--- src/rtl/fp_alu_sched.sv ---
// fp_alu_sched: round-robin scheduler sharing one fixed-point add/sub/mul/div unit
// between NREQ requesters, with a serial restoring divider and a backpressured response.
module fp_alu_sched #(
  parameter int N    = 32,
  parameter int Q    = 16,
  parameter int NREQ = 4
) (
  input  logic                    clk,
  input  logic                    rst_n,
  input  logic [NREQ-1:0]         req_valid,
  output logic [NREQ-1:0]         req_ready,
  input  logic [2*NREQ-1:0]       req_op,
  input  logic [N*NREQ-1:0]       req_a,
  input  logic [N*NREQ-1:0]       req_b,
  output logic                    rsp_valid,
  input  logic                    rsp_ready,
  output logic [$clog2(NREQ)-1:0] rsp_id,
  output logic [N-1:0]            rsp_data,
  output logic                    rsp_dbz,
  output logic                    busy
);
  localparam int IW = $clog2(NREQ);
  localparam int DW = N + Q;
  localparam int CW = $clog2(DW);

  typedef enum logic [1:0] {IDLE, DIV, DONE} state_t;

  state_t          state_q;
  logic [IW-1:0]   rr_q;
  logic [IW-1:0]   id_q;
  logic [N-1:0]    bmag_q;
  logic            sign_q;
  logic [N-1:0]    rem_q;
  logic [DW-1:0]   dvd_q;
  logic [CW-1:0]   cnt_q;
  logic            rsp_valid_q;
  logic            rsp_dbz_q;
  logic [IW-1:0]   rsp_id_q;
  logic [N-1:0]    rsp_data_q;

  logic            grant_vld;
  logic [IW-1:0]   grant_id;
  logic [IW:0]     scan_idx;

  // Rotating priority: first pending requester at or after rr, wrapping modulo NREQ.
  always_comb begin
    grant_vld = 1'b0;
    grant_id  = '0;
    scan_idx  = '0;
    for (int k = 0; k < NREQ; k++) begin
      scan_idx = {1'b0, rr_q} + (IW+1)'(k);
      if (scan_idx >= (IW+1)'(NREQ)) scan_idx = scan_idx - (IW+1)'(NREQ);
      if (!grant_vld && req_valid[scan_idx[IW-1:0]]) begin
        grant_vld = 1'b1;
        grant_id  = scan_idx[IW-1:0];
      end
    end
  end

  logic [1:0]     sel_op;
  logic [N-1:0]   sel_a, sel_b, amag, bmag, mul_mag, res_d;
  logic [2*N-1:0] prod;
  logic           sgn, dbz_d, div_run;

  always_comb begin
    sel_op  = req_op[2*grant_id +: 2];
    sel_a   = req_a[N*grant_id +: N];
    sel_b   = req_b[N*grant_id +: N];
    amag    = sel_a[N-1] ? -sel_a : sel_a;
    bmag    = sel_b[N-1] ? -sel_b : sel_b;
    sgn     = sel_a[N-1] ^ sel_b[N-1];
    prod    = {{N{1'b0}}, amag} * {{N{1'b0}}, bmag};
    mul_mag = N'(prod >> Q);
    div_run = (sel_op == 2'b11) && (sel_b != '0);
    dbz_d   = 1'b0;
    case (sel_op)
      2'b00:   res_d = sel_a + sel_b;
      2'b01:   res_d = sel_a + (~sel_b + 1'b1);
      2'b10:   res_d = sgn ? -mul_mag : mul_mag;
      default: begin
        // Only reached as a result when b is zero: saturate toward the sign of a.
        dbz_d = (sel_b == '0);
        res_d = sel_a[N-1] ? {1'b1, {(N-1){1'b0}}} : {1'b0, {(N-1){1'b1}}};
      end
    endcase
  end

  // One restoring step: quotient bits shift into dvd_q as dividend bits leave it.
  logic [N:0]    rem_ext, rem_diff;
  logic          q_bit;
  logic [N-1:0]  rem_d, quo_signed;
  logic [DW-1:0] dvd_d;

  always_comb begin
    rem_ext    = {rem_q, dvd_q[DW-1]};
    rem_diff   = rem_ext - {1'b0, bmag_q};
    q_bit      = ~rem_diff[N];
    rem_d      = q_bit ? rem_diff[N-1:0] : rem_ext[N-1:0];
    dvd_d      = {dvd_q[DW-2:0], q_bit};
    quo_signed = sign_q ? -dvd_d[N-1:0] : dvd_d[N-1:0];
  end

  always_ff @(posedge clk or negedge rst_n) begin
    if (!rst_n) begin
      state_q     <= IDLE;
      rr_q        <= '0;
      id_q        <= '0;
      bmag_q      <= '0;
      sign_q      <= 1'b0;
      rem_q       <= '0;
      dvd_q       <= '0;
      cnt_q       <= '0;
      rsp_valid_q <= 1'b0;
      rsp_dbz_q   <= 1'b0;
      rsp_id_q    <= '0;
      rsp_data_q  <= '0;
    end else begin
      case (state_q)
        IDLE: if (grant_vld) begin
          rr_q <= (grant_id == IW'(NREQ-1)) ? '0 : grant_id + 1'b1;
          id_q <= grant_id;
          if (div_run) begin
            bmag_q  <= bmag;
            sign_q  <= sgn;
            rem_q   <= '0;
            dvd_q   <= {amag, {Q{1'b0}}};
            cnt_q   <= '0;
            state_q <= DIV;
          end else begin
            rsp_data_q  <= res_d;
            rsp_dbz_q   <= dbz_d;
            rsp_id_q    <= grant_id;
            rsp_valid_q <= 1'b1;
            state_q     <= DONE;
          end
        end
        DIV: begin
          rem_q <= rem_d;
          dvd_q <= dvd_d;
          cnt_q <= cnt_q + 1'b1;
          if (cnt_q == CW'(DW-1)) begin
            rsp_data_q  <= quo_signed;
            rsp_dbz_q   <= 1'b0;
            rsp_id_q    <= id_q;
            rsp_valid_q <= 1'b1;
            state_q     <= DONE;
          end
        end
        DONE: if (rsp_ready) begin
          rsp_valid_q <= 1'b0;
          rsp_dbz_q   <= 1'b0;
          state_q     <= IDLE;
        end
        default: state_q <= IDLE;
      endcase
    end
  end

  assign req_ready = (state_q == IDLE && grant_vld && rst_n) ? (NREQ'(1) << grant_id) : '0;
  assign busy      = (state_q != IDLE);
  assign rsp_valid = rsp_valid_q;
  assign rsp_dbz   = rsp_dbz_q;
  assign rsp_id    = rsp_id_q;
  assign rsp_data  = rsp_data_q;
endmodule

--- config.mk ---
export PLATFORM = sky130hd
export DESIGN_NAME = fp_alu_sched
export DESIGN_NICKNAME = d
export VERILOG_FILES = /design/src/rtl/fp_alu_sched.sv
export SDC_FILE = /design/constraint.sdc
export NUM_CORES = 2
export LEC_CHECK = 0
export ABC_AREA = 0
export CAP_MARGIN = 20
export CELL_PAD_IN_SITES_DETAIL_PLACEMENT = 0
export CELL_PAD_IN_SITES_GLOBAL_PLACEMENT = 1
export CORE_MARGIN = 5
export CORE_UTILIZATION = 48
export CTS_BUF_LIST = sky130_fd_sc_hd__clkbuf_8 sky130_fd_sc_hd__clkbuf_16
export CTS_CLUSTER_DIAMETER = 150
export DETAILED_ROUTE_END_ITERATION = 12
export PLACE_DENSITY_LB_ADDON = 0.15
export REMOVE_ABC_BUFFERS = 1
export SLEW_MARGIN = 20
export SYNTH_ARGS = -nofsm -noshare
export SYNTH_HDL_FRONTEND = slang
export SYNTH_SLANG_ARGS = --single-unit
export TNS_END_PERCENT = 5
--- constraint.sdc ---
create_clock -name clk -period 13.2 [get_ports clk]
set_input_delay 3.96 -clock clk [delete_from_list [all_inputs] [get_ports clk]]
set_output_delay 3.96 -clock clk [all_outputs]
set_load 0.01 [all_outputs]
==> flow_metrics.tcl <==
set metrics [dict create \
    yosys_register_bits 161 \
    dieWidth_um 313 \
    rrSetupSlack_ps 1320 \
    start_util_pct 48.2 \
    wl_um 177000 \
    grt_antenna_before_repair 4 \
    post-synth-top-count-cell "inv_1" \
    fin_ws_ps -2140 \
    die_area_um2 97900 \
    hold_path_class "reg -> reg" \
    max_freq_mhz 65.2 \
    synth_cell_type_count 107 \
    holdPathEnd "rsp_data[12]" \
    fp.dieH_um 313 \
    synth_top_area_cell "fa_1" \
    finalHoldViolations 0 \
    cts_made_buffers 17 \
    skew_ps 12.3 \
    crit_arrival_ps 15670 \
    detail_route.wl_per_cell_um 24.0 \
    synth_top_area_share_pct 35.5 \
    io_pins 312 \
    crit_path_start "req_valid[2]" \
    htree_levels 4 \
    grt_start_max_net_pins 79 \
    cts.path.max_buffers 2 \
    min_period_over_period_pct 116 \
    min_path_cells 1 \
    critical_path.max_stage_delay_ps 600 \
    synth_area_leaders "fa_1 (36%), dfrtp_1 (9.1%), ha_1 (8.0%), inv_1 (7.8%), nand2_1 (6.0%)" \
    tightest_slew_ps 1060 \
    rsz0062_at_grt "true" \
    port_buffers 311 \
    core_um2 91400 \
    grt-ovfl-total 0 \
    clk_latency_ps 450 \
    grt.total_usage_pct 35.9 \
    finalNetCount 7501 \
    r2r_end "rsp_data[27]" \
    startpoint_type "input pin" \
    status "finished with violations" \
    ys_warn_count 0 \
    slew_headroom_pct 29.0 \
    crit_fanout 7 \
    drive_above_1_share_pct 18.0 \
    drtIter0Drc 3391 \
    drc 0 \
    syn_inst 5223 \
    vias_per_cell 5.57 \
    end_kind "flop" \
    syn_area_um2 44000 \
    r2r_cells 50 \
    clkSlewWorstSetupHoldPaths_ps 70 \
    synth_common_cells "inv_1 (919), fa_1 (781), nand2_1 (703), nor2_1 (617), ha_1 (280)" \
    ant_nets 0 \
    clock_sinks 161 \
    grt_pass1_vias 42951 \
    antenna_cells 0 \
    setup_viol_count_final 31 \
    core.rowCount 111 \
    cap_violations 0 \
    crit_type "in -> reg" \
    synth-seq-area-share_pct 9.15 \
    synth_edf_count 0 \
    syn_to_final_growth_pct 28.2 \
    violations "negative setup slack" \
    final-max-slew-violation-count 0 \
    ys.flop_type "dfrtp_1" \
    dr_total_vias 41032 \
    timing.rr.start "rr_q[1]" \
    cp_slowest_cell "fa_1" \
    dp_hpwl_um 150000 \
    syn_area_per_cell_um2 8.43 \
    utilization_pct 61.8 \
    fin_crit_ps 15340 \
    clockRootBuffer "clkbuf_16" \
    cp.required_ps 13530 \
    synth-async-reset-ratio_pct 100 \
    min_from "rsp_data[12]" \
    fill_cells 8273 \
    cts_tree "done" \
    grt_pass1_wl_um 266000 \
    first_pass_iters 5 \
    place_congestion 1.00 \
]
[critical path: cells and delay by family]
family	cells	cell delay [ps]
compound gates	12	2600
xor+xnor	3	520
fa+ha+maj	9	3750
buf+inv	16	2490
mux	2	570
simple gates	9	1760
[cells by family (layout without fill, tap and decap cells)]
| logic type | after synthesis | in the layout | synth area share, % |
|---|---|---|---|
| buf+inv | 1156 | 2115 | 10.1 |
| mux | 238 | 238 | 5.51 |
| xor+xnor | 275 | 275 | 5.57 |
| fa+ha+maj | 1061 | 1061 | 43.5 |
| flops | 161 | 161 | 9.15 |
| simple gates | 1621 | 1621 | 15.7 |
| compound gates | 711 | 711 | 10.5 |
[routing by layer]
metal  routed length [um]  vias up  global-route usage, %
met5                   27        -                      0
met4                10600        4                   16.2
met3                13200      408                   5.59
met2                81200     1763                   58.9
met1                71500    20560                   47.5
li1                     -    18297                      -
[cell usage in the layout (no fill, tap or decap), types with 10 or more instances in the layout]
master,n
a211oi_1,28
a21o_1,45
a21oi_1,183
a21oi_2,11
a221oi_1,11
a31oi_1,25
and2_1,30
and3_1,20
buf_12,41
buf_4,786
buf_6,16
clkbuf_16,17
clkdlybuf4s50_1,310
dfrtp_1,161
fa_1,776
ha_1,272
inv_1,917
mux2i_1,199
mux2i_2,24
nand2_1,701
nand2b_1,35
nand3_1,49
nand4_1,14
nor2_1,611
nor2b_1,20
nor3_1,32
o211ai_1,11
o21a_1,10
o21ai_0,181
o21ai_1,15
o21bai_1,16
o22ai_1,10
o31ai_1,28
o41ai_1,17
or2_2,14
or3_1,19
or4_1,13
xnor2_1,134
xnor2_2,54
xor2_1,73
[registers in the layout, indices dropped and copies added (netlist names)]
signal and flops:
cnt_q 6, rsp_dbz 1, sign_q 1, rem_q 32
dvd_q 48, rsp_data 32, rsp_valid 1, id_q 2
rsp_id 2, state_q 2, rr_q 2, bmag_q 32
[metrics by stage]
stage | hold WS [ps] | area, um2 | setup slack (ps) | setup TNS [ps] | cells
6_report | 478 | 56400 | -2140 | -48210 | 7368
5_1_grt | 508 | 56400 | -2560 | -60490 | 7368
4_1_cts | 484 | 56400 | -1920 | -45880 | 7368
3_5_place_dp | 467 | 54700 | -3010 | -71300 | 7297
3_3_place_gp | 460 | 54700 | -2990 | -69560 | 7297
2_1_floorplan | 450 | 43100 | -3920 | -100550 | 4990
[cell type report]
class	instances	area [um2]	share of cell area [%]
clock buffers	17	425	0.754
clock inverters	15	193	0.341
inverters	923	3470	6.15
multi-input cells	3906	36700	65.0
flip-flops and latches	161	4030	7.14
well taps	1186	1480	2.63
repair buffers	1160	10200	18.0
[worst max-delay path by stage]
stage / slack, ps / to
floorplan: -3920 / rsp_data[21]
global placement: -2990 / rsp_data[29]
detailed placement: -3010 / rsp_data[29]
CTS: -1920 / rsp_data[29]
global route: -2560 / rsp_data[30]
finish: -2140 / rsp_data[27]
[repair_timing]
item	CTS	global route
hold buffers	0	0
setup endpoints to repair	32	32
resized for setup	132	24
cloned	2	0
setup buffers	37	0
pin swaps	51	6
Power is not shown: default switching activity piles up to over one toggle a cycle in this logic, so the estimate is an artifact.
